`config.mk`:
```
export PLATFORM = sky130hd
export DESIGN_NAME = glyph_rain_ctrl
export DESIGN_NICKNAME = d
export VERILOG_FILES = /design/src/rtl/glyph_rain_ctrl.sv
export SDC_FILE = /design/constraint.sdc
export NUM_CORES = 1
export LEC_CHECK = 0
export CAP_MARGIN = 20
export CORE_ASPECT_RATIO = 2
export CORE_MARGIN = 2
export CORE_UTILIZATION = 50
export CTS_BUF_LIST = sky130_fd_sc_hd__clkbuf_4
export DETAILED_ROUTE_END_ITERATION = 10
export DONT_BUFFER_PORTS = 1
export MAX_ROUTING_LAYER = met4
export PLACE_DENSITY = 0.79
export SETUP_SLACK_MARGIN = 0.05
export SLEW_MARGIN = 15
export SYNTH_ARGS = -nofsm -noshare
export SYNTH_HDL_FRONTEND = slang
export SYNTH_SLANG_ARGS = --single-unit
```
`constraint.sdc`:
```
create_clock -name clk -period 3.4 [get_ports clk]
set_input_delay 0.68 -clock clk [delete_from_list [all_inputs] [get_ports clk]]
set_output_delay 0.68 -clock clk [all_outputs]
set_load 0.03 [all_outputs]
```
`src/rtl/glyph_rain_ctrl.sv`:
```
// Glyph rain renderer: 2-stage pixel pipeline plus a 16-lane head/seed sweep FSM.
// GLYPH_RAIN_TRAIL_EN selects graded trail intensity; undefined gives a flat trail.
// Latency: rom_c/y/x at t+1, pixel_out/bright at t+2. No backpressure; runs every cycle.
module glyph_rain_ctrl #(
  parameter int SPEED_DIV = 4
) (
  input  logic       clk,
  input  logic       rst,
  input  logic       frame_tick,
  input  logic [9:0] hpos,
  input  logic [9:0] vpos,
  input  logic       visible,
  output logic [5:0] rom_c,
  output logic [3:0] rom_y,
  output logic [2:0] rom_x,
  input  logic       rom_pixel,
  output logic       pixel_out,
  output logic [1:0] bright,
  output logic       sweep_busy
);

  localparam logic [0:0] IDLE  = 1'b0;
  localparam logic [0:0] SWEEP = 1'b1;

  logic [0:0]  state;
  logic [3:0]  div;
  logic [3:0]  sidx;
  logic [15:0] lfsr;
  logic        lfsr_fb;
  logic [5:0]  head [16];
  logic [5:0]  seed [16];

  logic [6:0]  row;
  logic [9:0]  row_x12;
  logic [3:0]  sub;
  logic [3:0]  lane;
  logic [5:0]  head_l;
  logic [6:0]  d;
  logic [6:0]  c_sum;
  logic [1:0]  intensity;
  logic [1:0]  int_d;
  logic        vis_d;
  logic        unused_bits;

  assign row     = 7'(vpos / 10'd12);
  assign row_x12 = 10'(row) * 10'd12;
  assign sub     = 4'(vpos - row_x12);
  assign lane    = hpos[6:3];
  assign head_l  = head[lane];
  assign d       = {1'b0, head_l} - row;
  assign c_sum   = {1'b0, seed[lane]} + row;
  assign lfsr_fb = lfsr[0] ^ lfsr[2] ^ lfsr[3] ^ lfsr[5];
  assign sweep_busy  = (state == SWEEP);
  assign unused_bits = ^{hpos[9:7], c_sum[6]};

  // d is only meaningful when the head is at or below this row
  always_comb begin
    intensity = 2'd0;
    if (row <= {1'b0, head_l} && d < 7'd12) begin
`ifdef GLYPH_RAIN_TRAIL_EN
      if (d == 7'd0)
        intensity = 2'd3;
      else if (d <= 7'd4)
        intensity = 2'd2;
      else
        intensity = 2'd1;
`else
      intensity = 2'd3;
`endif
    end
  end

  always_ff @(posedge clk) begin
    if (rst) begin
      rom_c     <= 6'd0;
      rom_y     <= 4'd0;
      rom_x     <= 3'd0;
      int_d     <= 2'd0;
      vis_d     <= 1'b0;
      bright    <= 2'd0;
      pixel_out <= 1'b0;
    end else begin
      rom_c     <= c_sum[5:0];
      rom_y     <= sub;
      rom_x     <= 3'd7 - hpos[2:0];
      int_d     <= intensity;
      vis_d     <= visible;
      bright    <= vis_d ? int_d : 2'd0;
      pixel_out <= rom_pixel & vis_d & (int_d != 2'd0);
    end
  end

  always_ff @(posedge clk) begin
    if (rst) begin
      state <= IDLE;
      div   <= 4'd0;
      sidx  <= 4'd0;
      lfsr  <= 16'hACE1;
      for (int i = 0; i < 16; i++) begin
        head[i] <= 6'(3 * i);
        seed[i] <= 6'(i);
      end
    end else begin
      case (state)
        IDLE: begin
          if (frame_tick) begin
            if (div == 4'(SPEED_DIV - 1)) begin
              div   <= 4'd0;
              sidx  <= 4'd0;
              state <= SWEEP;
            end else begin
              div <= div + 4'd1;
            end
          end
        end
        default: begin
          if (lfsr[0]) begin
            if (head[sidx] == 6'd51) begin
              head[sidx] <= 6'd0;
              seed[sidx] <= lfsr[5:0];
            end else begin
              head[sidx] <= head[sidx] + 6'd1;
            end
          end
          lfsr <= {lfsr_fb, lfsr[15:1]};
          sidx <= sidx + 4'd1;
          if (sidx == 4'd15)
            state <= IDLE;
        end
      endcase
    end
  end

endmodule
```
* Yosys cells after proc, flatten, opt, wreduce, memory -nomap -nowiden
Memories as Yosys holds them, arrays and structs flattened. A register that Yosys moved wholly into a read port is not among the register bits. Cells that the tools add are included.
Storage, ports and cells: flip-flop bits (word level) 44, memory bits (writable) 192, bits of input ports 25, output and inout port bits 17, logic and storage cells 74, memories kept 2
Operators by class: add/subtract/negate cells 7, multiply operators 1, divide/modulo/power cells 1, $lt $le $gt $ge 2, equality and inequality tests 3, mux-type cells 30, bitwise logic cells 8, reduce and logical (&&, ||, !) cells 9
Memory list:
- head | words 16, bits a word 6, read ports 2, clocked after Yosys merged registers in 1, wr ports 16, RTL line 30 | logic [5:0] head [16];
- seed | words 16, bits a word 6, read ports 1, clocked after Yosys merged registers in 0, wr ports 16, RTL line 31 | logic [5:0] seed [16];
Operator list (number):
- 2-to-1 mux 4 bit | 8
- 2-to-1 mux 1 bit | 18
- 2-to-1 mux 6 bit | 3
- OR reduction 6 bit | 2
- divider 10 x 4 -> 10 bit (second input constant) | 1
- adder 4 x 1 -> 4 bit (second input constant) | 2
- less-or-equal comparator 7 x 6 -> 1 bit | 1
- less-than comparator 7 x 4 -> 1 bit (second input constant) | 1
- multiplier 7 x 2 -> 2 bit (second input constant) | 1
- subtractor 6 x 7 -> 7 bit | 1
- adder 6 x 1 -> 6 bit (second input constant) | 1
- adder 6 bit | 1
- == test 6 bit (second input constant) | 1
- nonzero test 2 bit | 3
- == test 4 x 2 -> 1 bit (second input constant) | 1
- == test 4 bit (second input constant) | 1
- AND reduction 2 bit | 2
- subtractor 4 bit | 1
- subtractor 3 bit (first input constant) | 1
- bitwise XOR 1 bit | 3
- bitwise AND 1 bit | 2
- 2-to-1 mux 2 bit | 1
- inverter 1 bit | 2
- OR reduction 2 bit | 1
- other kinds (2) | 2

* Longest topological paths before layout
Gate-level depths: netlist (run 1).
depth after elaboration 9, depth in mapped cells 16, mapped depth without buffers 14

* Worst setup path after synthesis (run 1)
OpenSTA, ideal clock, no wires.
path type input -> register, start in hpos[3], end reg rom_c[4], library setup time 128 ps, data arrival time 3468 ps, required time 3272 ps, slack -196 ps, cell stages on the path 12, path buffers 2, cells stage by stage buf_2 > buf_1 > mux4_2 > mux4_2 > ha_1 > inv_1 > fa_1 > inv_1 > a21o_1 > a21oi_1 > xor2_1 > nor2_1
On the way: cells in the longest elaborated chain, start to end 2
RTL lines:
- start, declared | RTL line 10 | input logic [9:0] hpos,
- memory (16 x 6 bit)
- adder 6 bit | RTL line 51 | assign c_sum = {1'b0, seed[lane]} + row;
- end signal, assigned | RTL line 83 | rom_c <= c_sum[5:0];
- end, declared | RTL line 13 | output logic [5:0] rom_c,
Every way passes these cells. A chain may end at the register's enable or synchronous reset.

==> out/qor.yml, run 1 <==
clkPwrFrac: 0.358
grt_pass1_wl_um: 46300
grt_max_degree: 73
drv_cap: 0
die_x_um: 114
wl_per_cell_um: 24.3
grt-ovfl-total: 0
cts_resized: 0
fin_worst_skew_ps: 47.8
synthAdderAreaFrac: 0.0202
reg2reg_setup_slack_ps: 330
finalWeightedCongestion: 0.951
final_nets: 980
min_period_ps: 3070
first_iter_violations: 788
final_cell_mix: "edfxtp_1, nor2_1, clkbuf_4"
tritoncts: "done"
clkSinkCount: 238
syn_area_per_cell_um2: 13.4
fin_crit_sh: 0.904
total_leakage_power_nw: 4.65
seqPwrFrac: 0.554
synth_top_family_by_area: "multiplexers"
wl_um: 30600
combPwrFrac: 0.088
synth_area_leaders: "edfxtp_1, mux4_2, dfxtp_1, mux4_1, and3_1"
rows: 80
hold_depth: 1
place_hpwl_um: 22200
r2r-end: "head[1][5]"
min_from: "hpos[1]"
swShare: 0.243
clk_latency_ps: 690
dp_cells: 1172
vias: 7928
syn-cell-area_um2: 12200
fillers: 1867
synthCells: 910
coreArea_um2: 23800
ios: 42
die_h_um: 224
regArea_um2: 6690
cts_setup_buffers: 0
holdWs_ps: 47.5
p_sw_mw: 1.45
synth_warnings: 0
ys.flop_type: "edfxtp_1"
clkTransAtPathRegs_ps: 80
syn_to_final_growth_pct: 8.90
critPathKind: "reg2reg"
multi_input_area_um2: 5080
die-area_um2: 25600
cts_hold_buf: 0
p_int_mw: 4.53
firstDrtPassIters: 5
final_cells: 1257
avgViaCountPerCell: 6.31
crit_fanout: 26
synth_top_cell_by_area: "edfxtp_1"
finalHoldViolCount: 0
final_util: 0.555
finalPower_mw: 5.98
antenna_found_initial: 1
yosys.area_share.simple: 0.148
synth_mux_area_frac: 0.168
setup_viol: 0
drc: 0
synth-edff-count: 192
synth_compound_area_frac: 0.0638
cp.arrival_ps: 3580
postRouteAntennaNets: 0
grt_usage: 0.252
ir_drop_uv: 209
powerDensity_nw_per_um2: 452
slew_headroom: 0.454
cp.required_ps: 3910
cts_buffers: 49
rsz0062_at_grt: "false"
htree_num_levels: 2
hold_path_class: "in2reg"
ys_seq_area_frac: 0.550
yosys_register_bits: 238
grt_pass1_vias: 8216
synth_cell_types: 65
final_common_cell: "edfxtp_1"
hold_end: "rom_x[1]"
r2r_cells: 9
synthArstFlopShare: 0
netlist.area_leader.share: 0.474
post_dp_cell_area_um2: 12600
io_buffers: 0
synth_xor_area_frac: 0.0141
status: "finished clean"
tightest_slew_ps: 817
drive_gt1_frac: 0.207
critPathCaptureType: "register"
stdcell_area_um2: 13200
fmax_ghz: 0.325
start_util: 0.510
slew_viol_final: 0
cts_max_path_buffers: 3
root_buffer: "clkbuf_4"
start_kind: "register"
-- state kept, by name (all words and copies together) (netlist names), named ones only --
signal	flops
div	4
rom_x	3
seed	96
rom_y	4
lfsr	16
sweep_busy	1
head	96
vis_d	1
pixel_out	1
bright	1
sidx	4
rom_c	6
int_d	1
-- cell usage after synthesis, types with 8 or more instances --
cell type	n
a211o_1	9
mux4_2	63
a21oi_1	21
nor2b_1	19
buf_4	8
dfxtp_1	46
nand3_1	10
and3_1	56
o21ai_0	18
clkbuf_1	38
ha_1	18
xnor2_1	9
xor2_1	8
nor2_1	79
edfxtp_1	192
mux2i_1	11
a21o_1	22
nand2b_1	22
nand2_1	57
and2_1	16
nor3_1	16
mux4_1	17
buf_2	10
inv_1	18
buf_1	11
or3_1	27
-- power groups by stage --
| stage | Clock, mW | Sequential (mW) | Combinational [mW] |
|---|---|---|---|
| floorplan | 0 | 3.36 | 0.429 |
| global placement | 0 | 3.38 | 0.511 |
| detailed placement | 0 | 3.38 | 0.524 |
| CTS | 2.17 | 3.32 | 0.526 |
| global route | 2.28 | 3.33 | 0.565 |
| finish | 2.14 | 3.32 | 0.524 |
-- metal layers --
metal / vias up / wire (um) / part of all wire / track usage
met5: - / 0 / 0 / -
met4: 0 / 2790 / 0.091 / 0.203
met3: 134 / 1810 / 0.059 / 0.0404
met2: 372 / 16800 / 0.55 / 0.454
met1: 3885 / 9140 / 0.30 / 0.226
li1: 3537 / - / - / -
-- stage by stage --
| step | setup slack (ps) | setup TNS [ps] |
|---|---|---|
| after floorplan | 60.4 | 0 |
| after global placement | 45.9 | 0 |
| after detailed placement | -56.0 | -56.0 |
| after CTS | 307 | 0 |
| after global routing | 210 | 0 |
| final | 326 | 0 |
-- worst max-delay path by stage --
stage               startpoint    endpoint  slack [ps]  cells after the start
finish                register  head[1][5]         330                      9
global route          register  head[3][5]         210                      9
CTS                   register  head[1][5]         310                      9
detailed placement     vpos[6]    rom_c[5]         -60                     12
global placement       vpos[6]    rom_c[5]          50                     12
floorplan              vpos[9]    rom_c[4]          60                     16
-- cell families (layout without fill, tap and decap cells) --
| kind of cell | after synthesis | after routing |
|---|---|---|
| compound gates | 110 | 110 |
| xor+xnor | 18 | 18 |
| fa+ha+maj | 19 | 19 |
| buf+inv | 89 | 141 |
| flops | 238 | 238 |
| mux | 97 | 97 |
| other cells | 1 | 9 |
| simple gates | 338 | 338 |
-- cell type report --
| cell class | count | area share |
|---|---|---|
| Antenna cell | 1 | 0.000189 |
| Clock inverter | 19 | 0.0102 |
| Multi-Input combinational cell | 590 | 0.384 |
| Sequential cell | 238 | 0.505 |
| Inverter | 18 | 0.00511 |
| Clock buffer | 65 | 0.0369 |
| Tap cell | 287 | 0.0271 |
| Timing Repair Buffer | 39 | 0.0316 |
-- worst max-delay path: stages (launching register included) --
cell and delay [ps]:
dfxtp_1 360, buf_12 220, mux4_1 680, a22oi_1 200
nand2_1 140, ha_1 230, nor3b_1 160, buf_4 160
a221o_2 550, a21oi_1 200
No activity file was read; power rests on OpenSTA's default activity.
==> run 2: changes to the inputs <==
--- a/config.mk
+++ b/config.mk
@@ -10,8 +10,10 @@
 export CORE_MARGIN = 2
 export CORE_UTILIZATION = 50
 export CTS_BUF_LIST = sky130_fd_sc_hd__clkbuf_4
+export CTS_CLUSTER_SIZE = 8
 export DETAILED_ROUTE_END_ITERATION = 10
 export DONT_BUFFER_PORTS = 1
+export HOLD_SLACK_MARGIN = 0.03
 export MAX_ROUTING_LAYER = met4
 export PLACE_DENSITY = 0.79
 export SETUP_SLACK_MARGIN = 0.05
==> run 2 against run 1 <==
  * Sequential power hardly changed
  * Largest power group unchanged
  * Critical endpoint unchanged
  * Non-clock buffer count is 3 higher
  * Register-to-register slack hardly changed
==> out/qor.yml, run 2 (synthesis results as in run 1) <==
status: "finished clean"  # unchanged
powerDensity_nw_per_um2: 451  # was 452 nW/um2
start_kind: "register"  # unchanged
cts_setup_buffers: 0  # unchanged
cts_buffers: 49  # unchanged
rsz0062_at_grt: "false"  # unchanged
fmax_ghz: 0.326  # was 0.325 GHz
critPathMaxStageDelay_ps: 680  # about the same
min_period_ps: 3060  # was 3070 ps
setup_tns_ps: 0  # unchanged
wl_um: 30500  # was 30600 um
slew_headroom: 0.459  # was 0.454
wl_per_cell_um: 24.2  # was 24.3 um
tightest_slew_ps: 811  # was 817 ps
root_buffer: "clkbuf_4"  # unchanged
crit_buf_inv: 2  # unchanged
stdcell_area_um2: 13300  # was 13200 um2
ios: 42  # unchanged
clk_latency_ps: 690  # about the same
crit_family: "compound AO/OA/AOI/OAI gates"  # unchanged
slew_viol_final: 0  # unchanged
finalHoldViolCount: 0  # unchanged
final_nets: 983  # was 980
r2r_cells: 9  # unchanged
vias: 7985  # was 7928
rows: 80  # unchanged
reg2reg_setup_slack_ps: 340  # was 330 ps
final_cells: 1261  # was 1257
min_from: "rst"  # was hpos[1]
clkSinkCount: 238  # unchanged
final_common_cell: "edfxtp_1"  # unchanged
drv_cap: 0  # unchanged
start_util: 0.510  # unchanged
cts_max_path_buffers: 3  # unchanged
tritoncts: "done"  # unchanged
critPathCaptureType: "register"  # unchanged
crit_fanout: 26  # unchanged
place_hpwl_um: 22200  # unchanged
final_util: 0.557  # was 0.555
dp_cells: 1172  # unchanged
postRouteAntennaNets: 0  # unchanged
fin_crit_sh: 0.901  # was 0.904
grt-ovfl-total: 0  # unchanged
die_x_um: 114  # unchanged
firstDrtPassIters: 7  # was 5
total_leakage_power_nw: 4.66  # was 4.65 nW
cts_hold_buf: 3  # was 0
drc: 0  # unchanged
fin_worst_skew_ps: 52.0  # was 47.8 ps
hold_end: "rom_y[2]"  # was rom_x[1]
combPwrFrac: 0.088  # about the same
coreArea_um2: 23800  # unchanged
antenna_found_initial: 1  # unchanged
setup_viol: 0  # unchanged
drive_gt1_frac: 0.207  # about the same
grt_pass1_wl_um: 46400  # was 46300 um
p_int_mw: 4.53  # about the same
multi_input_area_um2: 5080  # unchanged
clkTransAtPathRegs_ps: 90  # was 80 ps
hold_depth: 1  # unchanged
critPathKind: "reg2reg"  # unchanged
grt_usage: 0.252  # about the same
io_buffers: 0  # unchanged
htree_num_levels: 2  # unchanged
seqPwrFrac: 0.554  # about the same
grt_max_degree: 73  # unchanged
r2r-end: "head[1][5]"  # unchanged
fillers: 1864  # was 1867
swShare: 0.243  # about the same
top_regs: "head: 96 flops, seed: 96 flops, lfsr: 16 flops"  # unchanged
hold_path_class: "in2reg"  # unchanged
first_iter_violations: 718  # was 788
finalPower_mw: 5.99  # was 5.98 mW
finalWeightedCongestion: 0.951  # unchanged
clkPwrFrac: 0.358  # about the same
cts_resized: 0  # unchanged
die_h_um: 224  # unchanged
die-area_um2: 25600  # unchanged
avgViaCountPerCell: 6.33  # was 6.31
cp_cell_sequence: "buf_12 > mux4_1 > a22oi_1 > nand2_1 > ha_1 > nor3b_1 > buf_4 > a221o_2 > a21oi_1"  # unchanged
final_cell_mix: "edfxtp_1, nor2_1, clkbuf_4"  # unchanged
slowest_stage: "mux4_1"  # unchanged
cp.arrival_ps: 3570  # was 3580 ps
cp.required_ps: 3910  # about the same
post_dp_cell_area_um2: 12600  # unchanged
ir_drop_uv: 199  # was 209 uV
p_sw_mw: 1.46  # was 1.45 mW
grt_pass1_vias: 8293  # was 8216
regArea_um2: 6690  # unchanged
syn_to_final_growth_pct: 9.15  # was 8.90%
[run 2: cell count changes in the layout (fill, tap and decap cells not counted), sizes merged]
cell / change
dlygate4sd3: +3
clkinvlp: -1
clkinv: +2
[run 2: per-layer routing]
| metal | track usage | routed length, um |
|---|---|---|
| met5 | - | 0 |
| met2 | 0.456 | 16900 |
| met3 | 0.0388 | 1800 |
| met1 | 0.224 | 8960 |
| met4 | 0.205 | 2860 |
[run 2: through the flow]
step,hold WS (ps),worst slack [ps]
2_1_floorplan,403,60.4
3_3_place_gp,441,45.9
3_5_place_dp,444,-56.0
4_1_cts,33.2,302
5_1_grt,40.2,220
6_report,57.5,335
[run 2: cell type report]
cell class                 instances  share of cell area
tap                              287              0.0271
clock buffer                      65              0.0368
sequential                       238               0.504
timing repair buffer              42              0.0338
antenna                            1            0.000189
inverter                          18             0.00509
multi-input combinational        590               0.383
clock inverter                    20              0.0103
[run 2: power groups by stage]
stage | combinational [mW] | clock [mW] | sequential [mW]
2_1_floorplan | 0.429 | 0 | 3.36
3_3_place_gp | 0.511 | 0 | 3.38
3_5_place_dp | 0.524 | 0 | 3.38
4_1_cts | 0.529 | 2.17 | 3.32
5_1_grt | 0.568 | 2.28 | 3.33
6_report | 0.527 | 2.14 | 3.32
[run 2: worst max-delay path by stage]
stage / slack (ps) / to / cells past startpoint
6_report: 340 / head[1][5] / 9
5_1_grt: 220 / head[3][5] / 9
4_1_cts: 300 / head[1][5] / 9
3_5_place_dp: -60 / rom_c[5] / 12
3_3_place_gp: 50 / rom_c[5] / 12
2_1_floorplan: 60 / rom_c[4] / 16
